File: src/rtl/led_flasher_if.sv
// LED drive bundle for led_flasher: the flasher owns the master side, board/bench the slave side.
// LED_WIDTH must match the LED_WIDTH of the led_flasher instance it is bound to.
interface led_flasher_if #(
  parameter int LED_WIDTH = 4
);
  logic [LED_WIDTH-1:0] led;

  modport master (output led);
  modport slave  (input  led);
endinterface

File: src/rtl/led_flasher.sv
// Free-running board "alive" LED flasher: a prescaler tick advances the LED pattern.
// Build macro LED_FLASH_CHASE_EN selects a one-hot chase pattern instead of all-LED blink.
module led_flasher #(
  parameter int CLK_FREQ_HZ = 100_000_000,
  parameter int FLASH_HZ    = 1,
  parameter int LED_WIDTH   = 4
) (
  input  logic          clk,
  input  logic          rst,
  led_flasher_if.master bus
);

  localparam int HALF_PERIOD = CLK_FREQ_HZ / (2 * FLASH_HZ);
  // A half period of 1 or 2 still needs a one-bit counter.
  localparam int CNT_W = (HALF_PERIOD > 2) ? $clog2(HALF_PERIOD) : 1;
  localparam logic [CNT_W-1:0] CNT_LAST = CNT_W'(HALF_PERIOD - 1);

`ifdef LED_FLASH_CHASE_EN
  localparam logic [LED_WIDTH-1:0] LED_RESET = LED_WIDTH'(1);
`else
  localparam logic [LED_WIDTH-1:0] LED_RESET = '0;
`endif

  generate
    if (HALF_PERIOD < 1) begin : g_bad_rate
      $error("led_flasher: CLK_FREQ_HZ / (2*FLASH_HZ) must be at least 1");
    end
    if (LED_WIDTH < 1) begin : g_bad_width
      $error("led_flasher: LED_WIDTH must be at least 1");
    end
  endgenerate

  logic [CNT_W-1:0]     cnt_q, cnt_d;
  logic [LED_WIDTH-1:0] led_q, led_d;
  logic                 tick;

  assign tick = (cnt_q == CNT_LAST);

  always_comb begin
    cnt_d = tick ? '0 : cnt_q + CNT_W'(1);
    led_d = led_q;
    if (tick) begin
`ifdef LED_FLASH_CHASE_EN
      // Rotate left; the shift-right term wraps the top bit and degenerates to a hold for one LED.
      led_d = (led_q << 1) | (led_q >> (LED_WIDTH - 1));
`else
      led_d = ~led_q;
`endif
    end
  end

  always_ff @(posedge clk) begin
    if (rst) begin
      cnt_q <= '0;
      led_q <= LED_RESET;
    end else begin
      cnt_q <= cnt_d;
      led_q <= led_d;
    end
  end

  assign bus.led = led_q;

endmodule

File: src/flat_wrapper.sv
// flat-port wrapper written by rule: the top's interface ports become plain ports
module led_flasher_flat 
#(
  parameter int CLK_FREQ_HZ = 100_000_000,
  parameter int FLASH_HZ    = 1,
  parameter int LED_WIDTH   = 4
)
  (clk, rst, bus_led);
  led_flasher_if #(.LED_WIDTH(LED_WIDTH)) bus_i ();
  input  logic clk;
  input  logic rst;
  output wire logic [$bits(bus_i.led)-1:0] bus_led;
  assign bus_led = bus_i.led;
  led_flasher #(.CLK_FREQ_HZ(CLK_FREQ_HZ), .FLASH_HZ(FLASH_HZ), .LED_WIDTH(LED_WIDTH)) u_core (.clk(clk), .rst(rst), .bus(bus_i));
endmodule
File: config.mk
export PLATFORM = sky130hd
export DESIGN_NAME = led_flasher_flat
export DESIGN_NICKNAME = d
export VERILOG_FILES = /design/src/rtl/led_flasher_if.sv /design/src/rtl/led_flasher.sv /design/src/flat_wrapper.sv
export SDC_FILE = /design/constraint.sdc
export NUM_CORES = 1
export LEC_CHECK = 0
export CAP_MARGIN = 20
export CORE_MARGIN = 10
export CORE_UTILIZATION = 50
export CTS_CLUSTER_DIAMETER = 60
export CTS_CLUSTER_SIZE = 14
export DETAILED_ROUTE_END_ITERATION = 6
export PLACE_DENSITY_LB_ADDON = 0.25
export SETUP_SLACK_MARGIN = 0.05
export SYNTH_ARGS = -nofsm -noshare
export SYNTH_HDL_FRONTEND = slang
export SYNTH_SLANG_ARGS = --single-unit
File: constraint.sdc
create_clock -name clk -period 3.5 [get_ports clk]
set_input_delay 0.7 -clock clk [delete_from_list [all_inputs] [get_ports clk]]
set_output_delay 0.7 -clock clk [all_outputs]
set_load 0.01 [all_outputs]
==> flow_summary.toml <==
[cts]
cts_resized = 0
clkTransAtPathRegs_ps = 90
ctsRootBufferMaster = "clkbuf_4"
tritoncts = "built"
cts.sinks = 30
clock_path_buffers = 2
insertion_delay_ps = 330
post_cts_buffers = 0
numCtsBuffers = 5
cts-hold-fix-buffers = 0
htreeDepth = 2

[timing]
period_share_pct = 60.7
drv_slew = 0
hold_viol_final = 0
max_freq_ghz = 0.471
worst_slew_pin_slew_ps = 944
setup_violations = 0
skew_ps = 7.19
rsz0062_at_grt = "no"
fin_setup_tns_ps = 0
period_needed_ps = 2120
slew_headroom_pct = 37.1

[job]
max_cap_viol_count = 0

[min_path]
hold_path_class = "flop to flop"
hp-start = "u_core.cnt_q[0]"
hold_depth = 1
holdPathEnd = "u_core.cnt_q[0]"

[setup_path]
worstPathMaxFanout = 24
cp.required_ps = 3690
reg2reg_depth = 5
crit_chain = "ha_1 > and3_1 > nand4_2 > o31ai_4 > nor2_1"
critPathKind = "flop to flop"
reg2reg_slack_ps = 1380
crit_path_top_delay_cell = "o31ai_4"
end_kind = "flop"
cp.arrival_ps = 2320
cp-start-kind = "flop"
reg2reg_from = "u_core.cnt_q[0]"
max_stage_delay_ps = 790
reg2reg_to = "u_core.cnt_q[12]"

[logic_synthesis]
ys_types = 34
synth_area_sq_um = 1440
seq_area_frac_synth_pct = 41.6
synth_warnings = 0
ys_seq_elements = 30
async_flop_share_pct = 0
avgSynthCellArea_sq_um = 9.13
synthCells = 158
synth_fp_nets = 161
synth_flop_cell = "dfxtp_1"
synth_edf_count = 0

[pwr]
powerDensity_nw_per_um2 = 367
ir_drop_v = 0.000254
p_leak_uw = 0.000512

[global_route]
grt_pass1_wl_mm = 4.80
grt_max_degree = 25
grt_pass1_vias = 1106
antenna_found_initial = 0
grt_use_total_pct = 11.3
grt.overflow.total = 0

[placement]
place.gp.congestion = 0.829
dpl_cell_area_sq_um = 1500
port_buffers = 5
hpwl_mm = 1.95

[cells_and_area]
drive_gt1_share_pct = 10.9
fill_cells = 255
postLayoutCellArea_sq_um = 1560
insertedDiodeCount = 0
layout.nets = 167
area_growth_pct = 7.98

[detailed_routing]
drt-initial-drc-count = 47
firstDrtPassIters = 4
drc_errors = 0
via_per_inst = 5.90
vias = 1156
drt-total-wl_mm = 2.68
antenna_left = 0
wl_per_cell_um = 13.7

[floorplan]
io_pins = 6
initial_core_util_pct = 52.3
dieArea_sq_um = 5430
rows = 19
die_h_um = 73.7
core_area_sq_um = 2760
chipWidth_um = 73.7

[status]
status = "finished clean"
cells by family after synthesis:
| family | share of synthesized area (%) |
|---|---|
| AND/OR/NAND/NOR | 33.0 |
| flip-flops | 41.6 |
| AO/OA/AOI/OAI | 8.93 |
| XOR/XNOR | 9.11 |
| buffers and inverters | 3.38 |
| multiplexers | 3.12 |
| adder cells (fa/ha/maj) | 0.867 |
final cells by class:
class                           count  area, sq um  area share (%)
Multi-Input combinational cell    118          793            50.9
Sequential cell                    30          601            38.6
Clock buffer                        7         55.1            3.53
Timing Repair Buffer                5         50.0            3.21
Tap cell                           31         38.8            2.49
Inverter                            4         15.0           0.964
Clock inverter                      1         5.00           0.321
placed cells by master, fill, tap and decap left out, drive strengths merged, types with 2 or more instances in the layout:
cell / n
a21oi: 9
and3: 2
and4: 4
clkbuf: 7
clkdlybuf4s50: 5
dfxtp: 30
inv: 4
mux2: 4
nand2: 7
nand3: 12
nand4: 9
nor2: 24
nor2b: 4
nor4b: 3
o21ai: 4
o31ai: 5
or3: 5
or4: 5
xnor2: 5
xor2: 10
registers in the layout, indices dropped and copies added (netlist names):
name            flops
u_core.cnt_q       26
u_core.bus.led      4
worst max-delay path, delay by kind of cell, from the launching register on:
kind	cells	cell delay, ps
AO/OA/AOI/OAI	1	790
AND/OR/NAND/NOR	3	600
flip-flops	1	380
adder cells (fa/ha/maj)	1	210
synth_stat cells (2+ instances only):
library cell,n,share of area [%]
inv_1,4,1.0
nand2_1,7,1.8
nor2_1,24,6.2
and4_2,2,1.4
o31ai_1,4,2.1
nand3_1,9,3.1
dfxtp_1,30,42
buf_2,3,1.0
or4_1,3,1.6
nand4_1,8,3.5
o21ai_0,4,1.4
or3_1,5,2.2
nor2b_1,4,1.7
xnor2_1,5,3.0
and4_1,2,1.2
xor2_1,10,6.1
a21oi_1,8,2.8
mux2_1,4,3.1
buf_4,2,1.0
nand3_2,2,1.4
or4_4,2,1.6
and3_1,2,0.87
nor4b_1,3,1.8
report_power, final:
group | switching (uW) | internal, uW | leakage, uW
clock | 115 | 97.1 | 0.0000353
sequential | 2.47 | 344 | 0.000242
combinational | 9.10 | 4.84 | 0.000234
total | 126 | 446 | 0.000512
routing by layer:
metal	global-route usage [%]	wire length (um)	vias to the layer above
met4	6.21	57	0
met1	12.7	1280	550
met2	17.1	1170	18
met3	5.25	169	7
li1	-	-	581
met5	0	0	-
per-stage QoR:
step	setup slack [ps]	power [uW]	utilization, %	hold slack, ps	std cells
floorplan	1820	366	-	426	158
global placement	1420	368	54.3	440	188
detailed placement	1330	369	54.3	445	188
CTS	1330	580	56.5	467	196
global route	1120	597	56.5	512	196
finish	1380	572	56.5	462	196
worst max-delay path by stage:
stage / depth (start not counted) / startpoint / endpoint / slack [ps]
floorplan: 6 / u_core.cnt_q[0] / u_core.bus.led[0] / 1820
global placement: 5 / u_core.cnt_q[0] / u_core.cnt_q[3] / 1420
detailed placement: 5 / u_core.cnt_q[0] / u_core.cnt_q[12] / 1330
CTS: 5 / u_core.cnt_q[0] / u_core.cnt_q[12] / 1330
global route: 5 / u_core.cnt_q[0] / u_core.cnt_q[12] / 1120
finish: 5 / u_core.cnt_q[0] / u_core.cnt_q[12] / 1380
Power figures use the tool's default switching activity.
